### src/rtl/fifo_pack_reader.sv
// fifo_pack_reader: drains a frame of FIFO words and packs them
// into PACK_SIZE-lane beats on a valid/ready stream.
module fifo_pack_reader #(
  parameter int DATAWIDTH = 192,
  parameter int PACK_SIZE = 4,
  parameter int LEN_WIDTH = 16
) (
  input  logic                           clk,
  input  logic                           rst,
  input  logic                           start,
  input  logic [LEN_WIDTH-1:0]           frame_len,
  output logic                           fifo_request,
  input  logic [DATAWIDTH-1:0]           fifo_dout,
  input  logic                           fifo_out_valid,
  input  logic                           fifo_empty,
  output logic [DATAWIDTH*PACK_SIZE-1:0] m_data,
  output logic [PACK_SIZE-1:0]           m_keep,
  output logic                           m_last,
  output logic                           m_valid,
  input  logic                           m_ready,
  output logic                           busy,
  output logic                           done
);

  localparam int LANE_W = $clog2(PACK_SIZE);
  localparam int SLOT_W = LANE_W + 1;
  localparam int BUF_W  = DATAWIDTH * PACK_SIZE;

  localparam logic [SLOT_W-1:0] SLOT_TOP =
    SLOT_W'(PACK_SIZE - 1);
  localparam logic [LEN_WIDTH-1:0] LEN_ONE =
    LEN_WIDTH'(1);

  typedef enum logic [1:0] {
    S_IDLE,
    S_FILL,
    S_SEND
  } state_t;

  state_t               state_q, state_d;
  logic [LEN_WIDTH-1:0] rem_q, rem_d;
  logic [SLOT_W-1:0]    slot_q, slot_d;
  logic [BUF_W-1:0]     buf_q, buf_d;
  logic [PACK_SIZE-1:0] keep_q, keep_d;
  logic                 last_q, last_d;
  logic                 done_q, done_d;

  logic [LANE_W-1:0]    lane;
  logic                 final_word;
  logic                 lane_full;

  // The empty flag is only observed by external checkers.
  logic                 unused_empty;
  assign unused_empty = fifo_empty;

  assign lane       = slot_q[LANE_W-1:0];
  assign final_word = (rem_q <= LEN_ONE);
  assign lane_full  = (slot_q == SLOT_TOP);

  // Next-state and datapath updates for the fill/send sequence.
  always_comb begin
    state_d = state_q;
    rem_d   = rem_q;
    slot_d  = slot_q;
    buf_d   = buf_q;
    keep_d  = keep_q;
    last_d  = last_q;
    done_d  = 1'b0;
    unique case (state_q)
      S_IDLE: begin
        if (start) begin
          if (frame_len == '0) begin
            done_d = 1'b1;
          end else begin
            rem_d   = frame_len;
            slot_d  = '0;
            buf_d   = '0;
            keep_d  = '0;
            last_d  = 1'b0;
            state_d = S_FILL;
          end
        end
      end
      S_FILL: begin
        if (fifo_out_valid) begin
          for (int k = 0; k < PACK_SIZE; k++) begin
            if (lane == LANE_W'(k)) begin
              buf_d[k*DATAWIDTH +: DATAWIDTH] = fifo_dout;
              keep_d[k] = 1'b1;
            end
          end
          slot_d = slot_q + SLOT_W'(1);
          if (rem_q != '0) begin
            rem_d = rem_q - LEN_ONE;
          end
          if (final_word || lane_full) begin
            last_d  = final_word;
            state_d = S_SEND;
          end
        end
      end
      S_SEND: begin
        if (m_ready) begin
          buf_d  = '0;
          keep_d = '0;
          slot_d = '0;
          last_d = 1'b0;
          if (last_q) begin
            done_d  = 1'b1;
            state_d = S_IDLE;
          end else begin
            state_d = S_FILL;
          end
        end
      end
      default: begin
        state_d = S_IDLE;
      end
    endcase
  end

  // State and datapath registers with synchronous reset.
  always_ff @(posedge clk) begin
    if (rst) begin
      state_q <= S_IDLE;
      rem_q   <= '0;
      slot_q  <= '0;
      buf_q   <= '0;
      keep_q  <= '0;
      last_q  <= 1'b0;
      done_q  <= 1'b0;
    end else begin
      state_q <= state_d;
      rem_q   <= rem_d;
      slot_q  <= slot_d;
      buf_q   <= buf_d;
      keep_q  <= keep_d;
      last_q  <= last_d;
      done_q  <= done_d;
    end
  end

  assign fifo_request = (state_q == S_FILL);
  assign m_valid      = (state_q == S_SEND);
  assign busy         = (state_q != S_IDLE);
  assign m_data       = buf_q;
  assign m_keep       = keep_q;
  assign m_last       = last_q;
  assign done         = done_q;

endmodule

### config.mk
export PLATFORM = sky130hd
export DESIGN_NAME = fifo_pack_reader
export DESIGN_NICKNAME = d
export VERILOG_FILES = /design/src/rtl/fifo_pack_reader.sv
export SDC_FILE = /design/constraint.sdc
export NUM_CORES = 1
export LEC_CHECK = 0
export CAP_MARGIN = 10
export CORE_AREA = 2 2 384 386
export DETAILED_ROUTE_END_ITERATION = 8
export DIE_AREA = 0 0 386 388
export PLACE_DENSITY_LB_ADDON = 0.25
export SLEW_MARGIN = 30
export SYNTH_ARGS = -nofsm -noshare
export SYNTH_HDL_FRONTEND = slang
export SYNTH_SLANG_ARGS = --single-unit
### constraint.sdc
create_clock -name clk -period 4 [get_ports clk]
set_input_delay 0.6 -clock clk [delete_from_list [all_inputs] [get_ports clk]]
set_output_delay 0.6 -clock clk [all_outputs]
set_load 0.05 [all_outputs]
Word level (Yosys, flattened, before mapping)

Index checks and enable logic that the tools add are counted.

Output and inout port bits: 777
Logic and storage cells: 94
Bits in registers: 795
Input port bits: 214

Magnitude comparators: 1
Reduce and logical (&&, ||, !) cells: 16
Add/sub/neg operators: 2
Equality and inequality tests: 16
Mux-type cells: 46

Operator list:

| operator                | number |
|---|---|
| $mux W768               | 4 |
| $pmux W768 S3           | 1 |
| $mux W192               | 4 |
| $mux W16                | 4 |
| $pmux W16 S2            | 1 |
| $reduce_and A6 Y1       | 5 |
| $le A16 B1 Y1 const B   | 1 |
| $logic_not A16 Y1       | 1 |
| $mux W4                 | 4 |
| $ne A2 B1 Y1 const B    | 8 |
| $reduce_bool A16 Y1     | 1 |
| $sub A16 B1 Y16 const B | 1 |
| $reduce_and A5 Y1       | 3 |
| $mux W1                 | 14 |
| $mux W3                 | 4 |
| $pmux W4 S3             | 1 |
| $mux W2                 | 5 |
| $pmux W3 S3             | 1 |
| $eq A2 B2 Y1 const B    | 3 |
| $pmux W2 S3             | 1 |
| $eq A2 B1 Y1 const B    | 2 |
| $logic_not A2 Y1        | 2 |
| $ne A2 B2 Y1 const B    | 2 |
| $reduce_bool A2 Y1      | 2 |
| 6 further kinds         | 6 |

Depth between registers and ports, before layout

Gate-level depths: netlist (run 1).

Word-level depth: 5
Mapped depth: 9
Gate-level depth less buffers: 7

Worst setup path before layout (run 1)

OpenSTA, ideal clock, no wires.

Path type: register to register
From: register state_q[1]
To: register buf_q[21], in the netlist m_data[21]
Slack: 1.545 ns
Buffers on the path: 3
Arrival: 2.385 ns
Clock period less this slack: 2.455 ns
Stages on the path, launching flop included: 9
Setup time: 0.070 ns
Required time: 3.930 ns
Cell sequence: dfxtp_1 buf_2 nor2b_1 o2bb2ai_1 o221a_2 buf_2 buf_2 nand3_1 a21oi_1

Cells in the longest elaborated chain, start to end: 3
Elaborated cells on any way between the ends: 11
Those cells by class: eq/ne: 7; mux: 1; reduce/logical: 3

RTL lines:

| element                                                      | line | text |
|---|---|---|
| start, declared                                              | 40   | `state_t state_q, state_d;` |
| start signal, assigned                                       | 133  | `state_q <= state_d;` |
| $eq A2 B2 Y1 *                                               | --   |  |
| via m_valid                                                  | 19   | `output logic m_valid,` |
| $ne A2 B1 Y1 (no line) or $reduce_bool A3 Y1 (tied branches) | --   |  |
| $reduce_and A6 Y1 (no line)                                  | --   |  |
| end signal, assigned                                         | 136  | `buf_q <= buf_d;` |
| end, declared                                                | 43   | `logic [BUF_W-1:0] buf_q, buf_d;` |

The timed path passes the listed nets; every way through them passes the cells marked *.
A chain may end at the register's enable or synchronous reset.

Worst setup path in the final report (run 1)

From: register state_q[0]
To: output port fifo_request

Cells in the longest elaborated chain, start to end: 1

RTL lines:

| element       | line | text |
|---|---|---|
| $eq A2 B1 Y1  | 143  | `assign fifo_request = (state_q == S_FILL);` |
| end, declared | 12   | `output logic fifo_request,` |

Every way passes these cells.

==> results.sh, run 1 <==
export IMPL_gp_congestion=0.847
export IMPL_drcViolationCount=0
export IMPL_tns_ns=0
export IMPL_routed_wl_um=147000
export IMPL_cp_end_kind="output port"
export IMPL_comb_power_share_pct=25.6
export IMPL_p_clk_share_pct=37.8
export IMPL_via_count=29761
export IMPL_vias_per_cell=4.61
export IMPL_p_sw_mw=8.34
export IMPL_synth_cell_type_count=55
export IMPL_fin_crit_sh_pct=92.9
export IMPL_critical_path_class="reg -> out"
export IMPL_clockBufferDepth=3
export IMPL_grt_start_max_net_pins=124
export IMPL_cts_resized=0
export IMPL_startpoint_type="flip-flop"
export IMPL_fin_skew_ns=0.0470
export IMPL_syn_inst=3632
export IMPL_die_h_um=388
export IMPL_dr_pass1_iters=7
export IMPL_ys_flop_type="dfxtp_1"
export IMPL_synthXorXnorAreaFrac_pct=0.0600
export IMPL_pre_cts_ws_ns=0.561
export IMPL_synth_compound_area_share_pct=15.2
export IMPL_die_x_um=386
export IMPL_yosys_warnings=0
export IMPL_avgSynthCellArea_um2=8.04
export IMPL_postLayoutSetupSlackWorst_ns=0.285
export IMPL_drt_initial_drc_count=2099
export IMPL_crit_path_max_fanout=54
export IMPL_num_rows=140
export IMPL_htreeDepth=3
export IMPL_synth_top_family_by_area="simple AND/OR/NAND/NOR gates"
export IMPL_worst_pin_slew_ns=0.956
export IMPL_track_usage_pct=18.7
export IMPL_hold_viol=0
export IMPL_period_needed_ns=3.71
export IMPL_required_ns=3.40
export IMPL_synthArstFlopShare_pct=0
export IMPL_initial_core_util_pct=20.1
export IMPL_ys_ff_latch=795
export IMPL_overflow=0
export IMPL_portBuffers=989
export IMPL_wl_per_cell_um=22.8
export IMPL_synth_fa_ha_area_share_pct=0.300
export IMPL_fmaxAchievable_ghz=0.269
export IMPL_nets=4672
export IMPL_ant_nets=0
export IMPL_clkSinkCount=795
export IMPL_synthToLayoutAreaGrowth_pct=51.9
export IMPL_cellPowerDensity_nw_per_um2=530
export IMPL_clk_pin_slew_ns=0.06
export IMPL_synth_edf_count=0
export IMPL_grt_setup_unrepaired="no"
export IMPL_muxShareOfSynthArea_pct=0.0343
export IMPL_numCtsBuffers=96
export IMPL_power_mw=23.5
export IMPL_seq_area_frac_synth_pct=54.5
export IMPL_ir_drop_uv=313
export IMPL_pwr_share_seq_pct=36.6
export IMPL_grt_pass1_wl_um=208000
export IMPL_p_int_mw=15.1
export IMPL_yosys_area_share_simple_pct=24.5
export IMPL_clock_latency_ns=0.71
export IMPL_cts_setup_buffers=0
export IMPL_finalSetupViolCount=0
export IMPL_hold_buffers=0
export IMPL_synth_fp_nets=3853
export IMPL_relSlewSlack_pct=36.3
export IMPL_root_buffer="clkbuf_16"
export IMPL_cap_violations=0
export IMPL_hold_ws_ns=0.449
export IMPL_drive_gt1_share_pct=5.66
export IMPL_cp_arrival_ns=3.11
export IMPL_cts_tree="yes"
export IMPL_antenna_found_initial=5
export IMPL_dieArea_um2=150000
export IMPL_num_io_pins=991
export IMPL_hold_path_class="in -> reg"
export IMPL_finalMaxSlewViolations=0
export IMPL_run_status="complete, no violations"
export IMPL_grt_pass1_vias=28229
export IMPL_syn_area_um2=29200
export IMPL_place_hpwl_um=102000
export IMPL_core_area_um2=145000
export IMPL_p_leak_nw=14.2
export IMPL_swShare_pct=35.5
==> area by class of cell <==
cell class	instances	area [um2]
diodes	9	22.5
flip-flops and latches	795	15900
clock buffers	136	2780
inverters	10	45.0
well taps	1917	2400
fillers	15493	101000
multi-input cells	2473	11800
clock inverters	34	404
repair buffers	1075	11000
==> routing by layer <==
layer | vias to the layer above | track usage, % | routed length (um)
li1 | 14110 | - | -
met1 | 14341 | 23.3 | 61000
met2 | 1103 | 29.7 | 67200
met3 | 203 | 5.86 | 13500
met4 | 4 | 7.19 | 5170
met5 | - | 0 | 31
==> registers in the layout, indices dropped and copies added, names as in the netlist <==
signal	count
done	1
m_data	768
m_keep	4
m_last	1
rem_q	16
slot_q	3
state_q	2
==> power groups by stage <==
stage	registers [mW]	clock network [mW]	logic (mW)
floorplan	10.1	0	2.09
global placement	8.76	0	6.08
detailed placement	8.77	0	6.08
CTS	8.60	9.16	6.10
global route	8.66	9.44	6.35
finish	8.60	8.88	6.01
==> critical path, cell delays in order, from the launching register on <==
cell and delay (ns):
dfxtp_1 0.55, nand2b_1 0.49, inv_8 0.48, clkdlybuf4s50_1 0.89
==> Yosys cell counts, types with 7 or more instances <==
| library cell | count | area, um2 |
|---|---|---|
| a211oi_1 | 10 | 75.1 |
| a21oi_1 | 781 | 3910 |
| a31oi_1 | 7 | 43.8 |
| buf_1 | 39 | 146 |
| buf_2 | 160 | 801 |
| clkbuf_1 | 154 | 578 |
| dfxtp_1 | 795 | 15900 |
| ha_1 | 7 | 87.6 |
| inv_1 | 9 | 33.8 |
| nand2_1 | 779 | 2920 |
| nand3_1 | 775 | 3880 |
| nor2_1 | 21 | 78.8 |
| nor3_1 | 8 | 40.0 |
| o21ai_0 | 7 | 35.0 |
==> path summary, 6_finish.rpt <==
path,end,cells past startpoint,slack [ns],from
hold / removal,m_data[242]$_SDFFE_PP0P_,2,0.45,rst
setup / recovery,fifo_request,3,0.29,state_q[0]$_SDFFE_PP0P_
hold reg to reg,m_data[156]$_SDFFE_PP0P_,2,0.45,m_data[156]$_SDFFE_PP0P_
setup reg to reg,m_data[540]$_SDFFE_PP0P_,7,1.01,state_q[0]$_SDFFE_PP0P_
==> kinds of logic after synthesis <==
group	after synthesis
AOI/OAI and AO/OA	848
xor gates and xnor gates	2
adders and majority gates	7
buffers and inverters	364
DFF	795
muxes	1
and+or+nand+nor	1615
==> through the flow <==
| step | utilization [%] | instances | area [um2] |
|---|---|---|---|
| 3_3_place_gp | 28.3 | 6270 | 41100 |
| 6_report | 30.5 | 6449 | 44300 |
| 4_1_cts | 30.5 | 6440 | 44300 |
| 5_1_grt | 30.5 | 6440 | 44300 |
| 3_5_place_dp | 28.3 | 6270 | 41100 |
| 2_1_floorplan | - | 3632 | 29200 |
==> cells in the final DEF, fill, tap and decap left out, types with 8 or more instances in the layout <==
| master | Yosys | routed |
|---|---|---|
| clkdlybuf4s50_1 | 0 | 988 |
| buf_12 | 0 | 33 |
| nand2_1 | 779 | 779 |
| clkbuf_8 | 0 | 18 |
| clkbuf_1 | 154 | 20 |
| clkbuf_16 | 0 | 98 |
| nor3_1 | 8 | 8 |
| inv_1 | 9 | 9 |
| buf_4 | 1 | 53 |
| nand3_1 | 775 | 775 |
| a211oi_1 | 10 | 10 |
| a21oi_1 | 781 | 781 |
| clkinv_2 | 0 | 20 |
| dfxtp_1 | 795 | 795 |
| diode_2 | 0 | 9 |
| nor2_1 | 21 | 21 |
(Power assumes the default switching activity.)
==> run 2: changes to the inputs <==
- ABC_AREA: default -> 0
==> results of run 2 <==
Same layout as run 1: the final DEF is identical, and so are final timing and power.
